===== config.mk =====
export PLATFORM = sky130hd
export DESIGN_NAME = fetch_ctrl_flat
export DESIGN_NICKNAME = d
export VERILOG_FILES = /design/src/rtl/fetch_ctrl_pkg.sv /design/src/rtl/fetch_ctrl_if.sv /design/src/rtl/fetch_skid.sv /design/src/rtl/fetch_ctrl.sv /design/src/flat_wrapper.sv
export SDC_FILE = /design/constraint.sdc
export NUM_CORES = 1
export LEC_CHECK = 0
export CORE_AREA = 2 2 172 174
export DETAILED_ROUTE_END_ITERATION = 10
export DIE_AREA = 0 0 174 176
export PLACE_DENSITY = 0.55
export REMOVE_ABC_BUFFERS = 1
export SETUP_SLACK_MARGIN = 0.3
export SLEW_MARGIN = 20
export SYNTH_ARGS = -nofsm -noshare
export SYNTH_HDL_FRONTEND = slang
export SYNTH_SLANG_ARGS = --single-unit

===== constraint.sdc =====
create_clock -name clk -period 2.5 [get_ports clk]
set_clock_uncertainty 0.2 [all_clocks]
set_input_delay 0.5 -clock clk [delete_from_list [all_inputs] [get_ports clk]]
set_output_delay 0.5 -clock clk [all_outputs]
set_load 0.05 [all_outputs]

===== src/rtl/fetch_ctrl_pkg.sv =====
// Shared types and constants for the instruction fetch controller.
package fetch_ctrl_pkg;

    localparam int XLEN = 32;
    localparam logic [XLEN-1:0] PC_STEP          = 32'd4;
    localparam logic [XLEN-1:0] DEFAULT_RESET_PC = 32'h0000_0000;

    typedef enum logic [1:0] {
        IDLE  = 2'd0,
        FETCH = 2'd1,
        HOLD  = 2'd2,
        DRAIN = 2'd3
    } state_e;

    // Instructions are word aligned, so the low two address bits are always dropped.
    function automatic logic [XLEN-1:0] align_pc(input logic [XLEN-1:0] pc);
        return pc & ~(XLEN'(3));
    endfunction

endpackage


===== src/rtl/fetch_ctrl_if.sv =====
// Fetch-side bus: redirect input, instruction memory port and decode output.
interface fetch_ctrl_if;
    import fetch_ctrl_pkg::*;

    // Handshakes: a request completes in any cycle with imem_req && imem_ack and its
    // address is held until then; an instruction transfers to decode in any cycle
    // with inst_valid && !stall, otherwise inst/inst_pc are held.
    logic            stall;
    logic            redirect_valid;
    logic [XLEN-1:0] redirect_pc;
    logic            imem_req;
    logic [XLEN-1:0] imem_addr;
    logic            imem_ack;
    logic [XLEN-1:0] imem_rdata;
    logic            inst_valid;
    logic [XLEN-1:0] inst;
    logic [XLEN-1:0] inst_pc;

    modport master (
        input  stall, redirect_valid, redirect_pc, imem_ack, imem_rdata,
        output imem_req, imem_addr, inst_valid, inst, inst_pc
    );

    modport slave (
        output stall, redirect_valid, redirect_pc, imem_ack, imem_rdata,
        input  imem_req, imem_addr, inst_valid, inst, inst_pc
    );

endinterface


===== src/rtl/fetch_skid.sv =====
// One-entry skid buffer holding an instruction that arrived while decode was stalled.
module fetch_skid
    import fetch_ctrl_pkg::*;
(
    input  logic            clk,
    input  logic            rst_n,
    input  logic            load_i,
    input  logic            clear_i,
    input  logic [XLEN-1:0] data_i,
    input  logic [XLEN-1:0] pc_i,
    output logic [XLEN-1:0] data_o,
    output logic [XLEN-1:0] pc_o,
    output logic            valid_o
);

    logic [XLEN-1:0] data_q;
    logic [XLEN-1:0] pc_q;
    logic            valid_q;

    always_ff @(posedge clk) begin
        if (!rst_n) begin
            data_q  <= '0;
            pc_q    <= '0;
            valid_q <= 1'b0;
        end else if (load_i) begin
            data_q  <= data_i;
            pc_q    <= pc_i;
            valid_q <= 1'b1;
        end else if (clear_i) begin
            valid_q <= 1'b0;
        end
    end

    assign data_o  = data_q;
    assign pc_o    = pc_q;
    assign valid_o = valid_q;

endmodule


===== src/rtl/fetch_ctrl.sv =====
// Instruction fetch controller: one outstanding memory request, one-instruction
// decode buffer backed by a skid entry, and redirect flush handling.
module fetch_ctrl
    import fetch_ctrl_pkg::*;
#(
    parameter logic [XLEN-1:0] RESET_PC = DEFAULT_RESET_PC
) (
    input  logic                clk,
    input  logic                rst_n,
    fetch_ctrl_if.master        bus,
    output state_e              state_o
);

    state_e          state_q, state_d;
    logic [XLEN-1:0] pc_q, pc_d;
    logic [XLEN-1:0] req_addr_q, req_addr_d;
    logic [XLEN-1:0] inst_q, inst_d;
    logic [XLEN-1:0] inst_pc_q, inst_pc_d;
    logic            inst_valid_q, inst_valid_d;

    logic            skid_load, skid_clear, skid_valid;
    logic [XLEN-1:0] skid_data, skid_pc;

    logic            buf_free;
    logic [XLEN-1:0] pc_inc;
    logic [XLEN-1:0] target_pc;

    assign buf_free  = !inst_valid_q || !bus.stall;
    assign pc_inc    = pc_q + PC_STEP;
    assign target_pc = align_pc(bus.redirect_pc);

    fetch_skid u_skid (
        .clk     (clk),
        .rst_n   (rst_n),
        .load_i  (skid_load),
        .clear_i (skid_clear),
        .data_i  (bus.imem_rdata),
        .pc_i    (req_addr_q),
        .data_o  (skid_data),
        .pc_o    (skid_pc),
        .valid_o (skid_valid)
    );

    always_comb begin
        state_d      = state_q;
        pc_d         = pc_q;
        req_addr_d   = req_addr_q;
        inst_d       = inst_q;
        inst_pc_d    = inst_pc_q;
        inst_valid_d = inst_valid_q;
        skid_load    = 1'b0;
        skid_clear   = 1'b0;

        case (state_q)
            IDLE: begin
                state_d    = FETCH;
                pc_d       = bus.redirect_valid ? target_pc : pc_q;
                req_addr_d = pc_d;
            end
            FETCH: begin
                if (bus.redirect_valid) begin
                    pc_d         = target_pc;
                    inst_valid_d = 1'b0;
                    // Without an ack the old request must still be seen through.
                    if (bus.imem_ack) req_addr_d = target_pc;
                    else              state_d    = DRAIN;
                end else if (bus.imem_ack) begin
                    pc_d       = pc_inc;
                    req_addr_d = pc_inc;
                    if (buf_free) begin
                        inst_d       = bus.imem_rdata;
                        inst_pc_d    = req_addr_q;
                        inst_valid_d = 1'b1;
                    end else begin
                        skid_load = 1'b1;
                        state_d   = HOLD;
                    end
                end else if (inst_valid_q && !bus.stall) begin
                    inst_valid_d = 1'b0;
                end
            end
            HOLD: begin
                if (bus.redirect_valid) begin
                    skid_clear   = 1'b1;
                    inst_valid_d = 1'b0;
                    pc_d         = target_pc;
                    req_addr_d   = target_pc;
                    state_d      = FETCH;
                end else if (buf_free && skid_valid) begin
                    inst_d       = skid_data;
                    inst_pc_d    = skid_pc;
                    inst_valid_d = 1'b1;
                    skid_clear   = 1'b1;
                    req_addr_d   = pc_q;
                    state_d      = FETCH;
                end
            end
            DRAIN: begin
                if (bus.redirect_valid) begin
                    pc_d         = target_pc;
                    inst_valid_d = 1'b0;
                end
                if (bus.imem_ack) begin
                    req_addr_d = pc_d;
                    state_d    = FETCH;
                end
            end
            default: state_d = IDLE;
        endcase
    end

    always_ff @(posedge clk) begin
        if (!rst_n) begin
            state_q      <= IDLE;
            pc_q         <= align_pc(RESET_PC);
            req_addr_q   <= align_pc(RESET_PC);
            inst_q       <= '0;
            inst_pc_q    <= '0;
            inst_valid_q <= 1'b0;
        end else begin
            state_q      <= state_d;
            pc_q         <= pc_d;
            req_addr_q   <= req_addr_d;
            inst_q       <= inst_d;
            inst_pc_q    <= inst_pc_d;
            inst_valid_q <= inst_valid_d;
        end
    end

    assign bus.imem_req   = (state_q == FETCH) || (state_q == DRAIN);
    assign bus.imem_addr  = req_addr_q;
    assign bus.inst_valid = inst_valid_q;
    assign bus.inst       = inst_q;
    assign bus.inst_pc    = inst_pc_q;
    assign state_o        = state_q;

endmodule

===== src/flat_wrapper.sv =====
// flat-port wrapper written by rule: the top's interface ports become plain ports
module fetch_ctrl_flat import fetch_ctrl_pkg::*;
#(
    parameter logic [XLEN-1:0] RESET_PC = DEFAULT_RESET_PC
)
  (clk, rst_n, state_o, bus_stall, bus_redirect_valid, bus_redirect_pc, bus_imem_ack, bus_imem_rdata, bus_imem_req, bus_imem_addr, bus_inst_valid, bus_inst, bus_inst_pc);
  fetch_ctrl_if bus_i ();
  input  logic clk;
  input  logic rst_n;
  output state_e state_o;
  input wire logic [$bits(bus_i.stall)-1:0] bus_stall;
  input wire logic [$bits(bus_i.redirect_valid)-1:0] bus_redirect_valid;
  input wire logic [$bits(bus_i.redirect_pc)-1:0] bus_redirect_pc;
  input wire logic [$bits(bus_i.imem_ack)-1:0] bus_imem_ack;
  input wire logic [$bits(bus_i.imem_rdata)-1:0] bus_imem_rdata;
  output wire logic [$bits(bus_i.imem_req)-1:0] bus_imem_req;
  output wire logic [$bits(bus_i.imem_addr)-1:0] bus_imem_addr;
  output wire logic [$bits(bus_i.inst_valid)-1:0] bus_inst_valid;
  output wire logic [$bits(bus_i.inst)-1:0] bus_inst;
  output wire logic [$bits(bus_i.inst_pc)-1:0] bus_inst_pc;
  assign bus_i.stall = bus_stall;
  assign bus_i.redirect_valid = bus_redirect_valid;
  assign bus_i.redirect_pc = bus_redirect_pc;
  assign bus_i.imem_ack = bus_imem_ack;
  assign bus_i.imem_rdata = bus_imem_rdata;
  assign bus_imem_req = bus_i.imem_req;
  assign bus_imem_addr = bus_i.imem_addr;
  assign bus_inst_valid = bus_i.inst_valid;
  assign bus_inst = bus_i.inst;
  assign bus_inst_pc = bus_i.inst_pc;
  fetch_ctrl #(.RESET_PC(RESET_PC)) u_core (.clk(clk), .rst_n(rst_n), .bus(bus_i), .state_o(state_o));
endmodule

Word level (Yosys, flattened, before mapping)
Cells that the tools add are included.
{"block": "word_totals", "regBits": 196, "inputBits": 69, "output_inout_bits": 100, "wordCells": 88}
{"block": "classes", "n_addsub": 1, "reduce_logical": 15, "muxes": 47, "eq_ne": 16}
{"op": "$mux 32", "count": 18}
{"op": "$pmux 32 s2", "count": 3}
{"op": "$pmux 32 s4", "count": 1}
{"op": "$add 32x3->32 const B", "count": 1}
{"op": "$mux 1", "count": 16}
{"op": "$mux 2", "count": 7}
{"op": "$ne 2x2->1 const B", "count": 5}
{"op": "$reduce_and 5->1", "count": 2}
{"op": "$ne 3x3->1 const B", "count": 3}
{"op": "$ne 4x3->1 const B", "count": 2}
{"op": "$pmux 2 s4", "count": 1}
{"op": "$reduce_and 6->1", "count": 1}
{"op": "$eq 2x2->1 const B", "count": 2}
{"op": "$ne 2x1->1 const B", "count": 2}
{"op": "$reduce_bool 2->1", "count": 2}
{"op": "$ne 3x2->1 const B", "count": 1}
{"op": "$pmux 1 s3", "count": 1}
{"op": "$reduce_and 3->1", "count": 1}
{"op": "$reduce_bool 3->1", "count": 1}
{"op": "$reduce_or 3->1", "count": 1}
{"op": "$eq 2x1->1 const B", "count": 1}
{"op": "$logic_and 1x1->1", "count": 2}
{"op": "$logic_not 1->1", "count": 2}
{"op": "$logic_not 2->1", "count": 1}
{"op": "$logic_or 1x1->1", "count": 2}

Depth between registers and ports, before layout
{"block": "depth", "ltp_word": 8, "ltp_mapped": 8, "depth_no_buf": 6}

By module
A second synthesis with hierarchy kept.
{"block": "hier_totals", "hier_cells": 1041, "hier_area_um2": 8974.9}
{"module": "fetch_ctrl", "seq_area_each_um2": 2622.5, "area_each_um2": 6477.5, "cells_each": 832, "instances": 1}
{"module": "fetch_skid", "seq_area_each_um2": 1301.2, "area_each_um2": 2497.4, "cells_each": 209, "instances": 1}

Worst setup path after synthesis
Ideal clock, no wire load.
{"block": "synth_timing", "path_type": "flip-flop to flip-flop", "start": "register u_core.state_q[0] (netlist: u_core.state_o[0])", "end": "register u_core.pc_q[31]", "path_buffers": 1, "setup_ns": 0.122, "setup_slack_ns": 0.055, "t_arrival_ns": 2.123, "path_stages_with_launch": 7, "required_time_ns": 2.178, "period_less_slack_ns": 2.445, "path_cell_list": "dfxtp_1 > buf_4 > nand4b_1 > nor2_1 > nand3_2 > o31a_1 > o311a_1"}
{"block": "synth_via", "elab_chain_len": 3, "elab_cells_between_ends": 7, "classes_between": "eq/ne: 4; mux: 1; reduce/logical: 2"}
{"element": "start: declaration", "line_no": "fetch_ctrl.sv:14", "text": "state_e state_q, state_d;"}
{"element": "start signal: assignment", "line_no": "fetch_ctrl.sv:121", "text": "state_q <= state_d;"}
{"element": "$eq 2x2->1 or $logic_not 2->1 (tied branches)", "line_no": "fetch_ctrl.sv:54", "text": "case (state_q)"}
{"element": "$reduce_or 3->1 (no source line)"}
{"element": "$pmux 32 s2", "line_no": "fetch_ctrl.sv:54"}
{"element": "end signal: assignment", "line_no": "fetch_ctrl.sv:115", "text": "pc_q <= align_pc(RESET_PC);"}
{"element": "end signal: assignment", "line_no": "fetch_ctrl.sv:122", "text": "pc_q <= pc_d;"}
{"element": "end: declaration", "line_no": "fetch_ctrl.sv:15", "text": "logic [XLEN-1:0] pc_q, pc_d;"}
Parallel ways exist; a longest one is shown, timed or not.
A chain may end at the register's enable or synchronous reset.

Worst setup path after layout
{"block": "layout_timing", "start": "register u_core.pc_q[14]", "end": "register u_core.req_addr_q[28] (netlist: u_core.bus.imem_addr[28])"}
{"block": "layout_via", "elab_chain_len": 4}
{"element": "$add 32x3->32", "line_no": "fetch_ctrl.sv:29", "text": "assign pc_inc = pc_q + PC_STEP;"}
{"element": "$mux 32", "line_no": "fetch_ctrl.sv:67", "text": "end else if (bus.imem_ack) begin"}
{"element": "$mux 32", "line_no": "fetch_ctrl.sv:61", "text": "if (bus.redirect_valid) begin"}
{"element": "$pmux 32 s4", "line_no": "fetch_ctrl.sv:54"}
{"element": "end signal: assignment", "line_no": "fetch_ctrl.sv:116", "text": "req_addr_q <= align_pc(RESET_PC);"}
{"element": "end signal: assignment", "line_no": "fetch_ctrl.sv:123", "text": "req_addr_q <= req_addr_d;"}
{"element": "end: declaration", "line_no": "fetch_ctrl.sv:16", "text": "logic [XLEN-1:0] req_addr_q, req_addr_d;"}
Every way passes these cells. The select of a mux whose other input is x is not followed.

==> metrics <==
final hold viol count=0; slew of the pin with the lowest slew margin=0.8422 ns; hold slack=0.2555 ns; fill cell count=just under 3k; RD Place Congestion=0.8399; CP Buf/Inv Count=1; crit path DAT=roughly 2.3 ns; layout cell share with drive strength beyond 1=10.59%; reg2reg start=u_core.pc_q[14]; beginning of the critical path=u_core.pc_q[14]; final net count=1,341; Area after DPL=11,050 um2; Placed Cells incl. Taps=roughly 1.6k; remaining global-route overflow=0; routed wire length per instance=around 17 um; initial antenna violation count=0; Fmax=471.9 MHz; Clock Path Buffers=2; metal3 WL=1381 um; Worst path slowest cell=dfxtp_1; Critical Path, Cell by Cell=and3b_1 > nand3_1 > nor4_2 > buf_4 > mux2i_1 > a32o_1; Initial Util=a little over 30%; sequential fraction of the synthesis area=about 45%; drt first pass iters=4; final cell count without fillers=between 1.5k and 2k; outcome=finished clean; Inserted Clock Buffers=17; Post-CTS Hold Fix Bufs=0; final setup margin=between 0.3 and 0.4 ns; CTS H-tree lvls=4; area added between synthesis and finish=32.50%; ant diodes=0; routed length on met1=approximately 14,000 um; Post-Route WL=between 20,000 and 30,000 um; Synth Cell Area=a little under 9000 um2; Setup crit end kind=flip-flop; Post-Place Setup Slack=-0.1614 ns; period utilization=84.76%; Hold Crit Class=reg2reg; DRT iter0 DRCs=650; TritonCTS Sinks=roughly 200; Tot Pwr=approximately 7.3 mW; Leak Pwr=4.347 nW; Worst Path Max Fanout=7; DRC=0; #FFs+latches synth=196; Hold Path Origin=u_core.u_skid.pc_o[12]; Layout Utilization=40.73%; CP Class=reg2reg; CTS tree=built; Final Max Slew Viols=0; Post-Syn Area per Cell=around 7.9 um2; fraction of synthesis flops using an asynchronous set or reset pin=0%; die area=roughly 31,000 um2; first-pass GRT wire length=about 43,000 um; metal2 WL=~12,000 um; Cell variety after synth=60; fin crit period=between 2 and 2.5 ns; Clk Latency, worst-skew pair=between 0.4 and 0.5 ns; CP peak stage delay=~0.50 ns; Max Cap Viol=0; CP delay by family, top=simple AND/OR/NAND/NOR gates; TNS Setup=0 ns; IO Count=approximately 170; gr usage total=between 15 and 20%; Worst-path clk slew=~0.080 ns; Vias=between 8k and 9k; Core Footprint=between 20,000 and 30,000 um2; Die W=174 um; drt via density=4.959; ANT nets after route=0; Slew HR=43.86%; Worst setup SP type=flip-flop; RSZ-0062 raised after global routing=true; Worst VDD drop=around 320 uV; largest net degree at the start of global routing=75; I/O Buffers=approximately 170; Critical Path RT=2.67 ns; number of synthesized flops with an enable pin=0; post-synthesis cell count=1,114; Setup Viol. Count Final=0; die height=~180 um; row count=62; detailed placement HPWL=between 15,000 and 20,000 um; synth warn=0; PwrDens=roughly 630 nW/um2; Root Buffer=clkbuf_16; ys flop type=dfxtp_1; uppermost routed layer=met4; vias in the first global route=between 7k and 8k; Final Instance Area=between 10,000 and 15,000 um2
==> kinds of logic (layout without fill, tap and decap cells) <==
logic type,Yosys count,in the layout,share of synthesized area (%)
DFF,196,196,44.72
buffers and inverters,102,272,5.860
AOI/OAI and AO/OA,248,248,18.92
adders and majority gates,1,1,0.1426
xor gates and xnor gates,32,32,3.194
muxes,6,6,0.6845
and+or+nand+nor,529,529,26.48
==> routing by layer <==
| metal | vias to the layer above | global-route usage, % |
|---|---|---|
| met5 | - | 0 |
| met4 | 0 | 3.466 |
| met3 | 15 | 3.252 |
| met2 | 212 | 27.92 |
| met1 | 3861 | 24.84 |
| li1 | 4184 | - |
==> worst min-delay path: cells and delay by family, from the launching register on <==
kind            cells  cell delay (ns)
flops               1             0.31
compound gates      1             0.05
simple gates        1             0.05
==> what timing repair did <==
action,in CTS,in global routing
gates cloned,0,1
gates resized for setup,106,16
endpoints found under the setup margin,167,84
hold endpoints to repair,0,0
pin swaps,2,3
buffers inserted,1,6
==> power by group <==
| group | switching [mW] | internal (mW) | total (mW) | leakage, nW |
|---|---|---|---|---|
| Combinational | 0.790 | 0.424 | 1.21 | 2.47 |
| Clock | 1.29 | 1.43 | 2.72 | 0.270 |
| Sequential | 0.137 | 3.26 | 3.40 | 1.60 |
| Total | 2.22 | 5.12 | 7.33 | 4.35 |
==> state kept, by name, indices dropped and copies added, names as in the netlist <==
| register | flops |
|---|---|
| u_core.bus.imem_addr | 32 |
| u_core.bus.inst | 32 |
| u_core.bus.inst_pc | 32 |
| u_core.pc_q | 32 |
| u_core.u_skid.data_o | 32 |
| u_core.u_skid.pc_o | 32 |
| u_core.state_o | 2 |
| u_core.bus.inst_valid | 1 |
| u_core.u_skid.valid_o | 1 |
==> Yosys cell counts (3+ instances only) <==
cell type | n | area [um2]
a221oi_1 | 4 | 35.03
a21boi_0 | 12 | 90.09
nor3_1 | 20 | 100.1
and3_1 | 7 | 43.79
nor2b_1 | 6 | 37.54
nor4_1 | 5 | 31.28
buf_2 | 16 | 80.08
nand2_1 | 318 | 1194
nand3_1 | 32 | 160.2
clkbuf_1 | 66 | 247.7
o211ai_1 | 13 | 97.59
o31ai_1 | 8 | 60.06
nor4_2 | 3 | 37.54
nand4_1 | 11 | 68.82
xor2_1 | 15 | 131.4
inv_1 | 5 | 18.77
a21oi_1 | 97 | 485.5
mux2i_1 | 6 | 60.06
dfxtp_1 | 196 | 3924
o22ai_1 | 3 | 18.77
a311oi_1 | 65 | 569.3
or3_1 | 4 | 25.02
xnor2_1 | 17 | 148.9
o21ai_0 | 25 | 125.1
clkbuf_8 | 5 | 68.82
nor2_1 | 86 | 322.8
and4_1 | 5 | 43.79
nand2b_1 | 18 | 112.6
a31oi_1 | 6 | 37.54
nand4b_1 | 3 | 26.28
==> path summary, 6_finish.rpt <==
path | end | slack [ns] | cells past startpoint
setup reg to reg | u_core.bus.imem_addr[28] | 0.38 | 6
setup / recovery | u_core.bus.imem_addr[28] | 0.38 | 6
hold reg to reg | u_core.u_skid.pc_o[12] | 0.26 | 2
hold / removal | u_core.u_skid.pc_o[12] | 0.26 | 2
==> cells in the final DEF, fill, tap and decap left out, types with 17 or more instances in the layout <==
master           count
nand3_1             31
xnor2_1             17
o21ai_0             25
dlygate4sd2_1       96
nor2_1              85
clkbuf_16           18
buf_4               58
nand2b_1            17
nand2_1            318
dfxtp_1            188
a21oi_1             97
a311oi_1            65
clkdlybuf4s50_1     63
==> final cells by class <==
type | instances | area [um2] | area share, %
Multi-Input combinational cell | 816 | 4441 | 38.19
Clock buffer | 21 | 450.4 | 3.874
Timing Repair Buffer | 233 | 2170 | 18.66
Inverter | 7 | 28.78 | 0.2475
Sequential cell | 196 | 3939 | 33.88
Clock inverter | 11 | 117.6 | 1.012
Tap cell | 384 | 480.5 | 4.133
No activity file was read; power rests on OpenSTA's default activity.
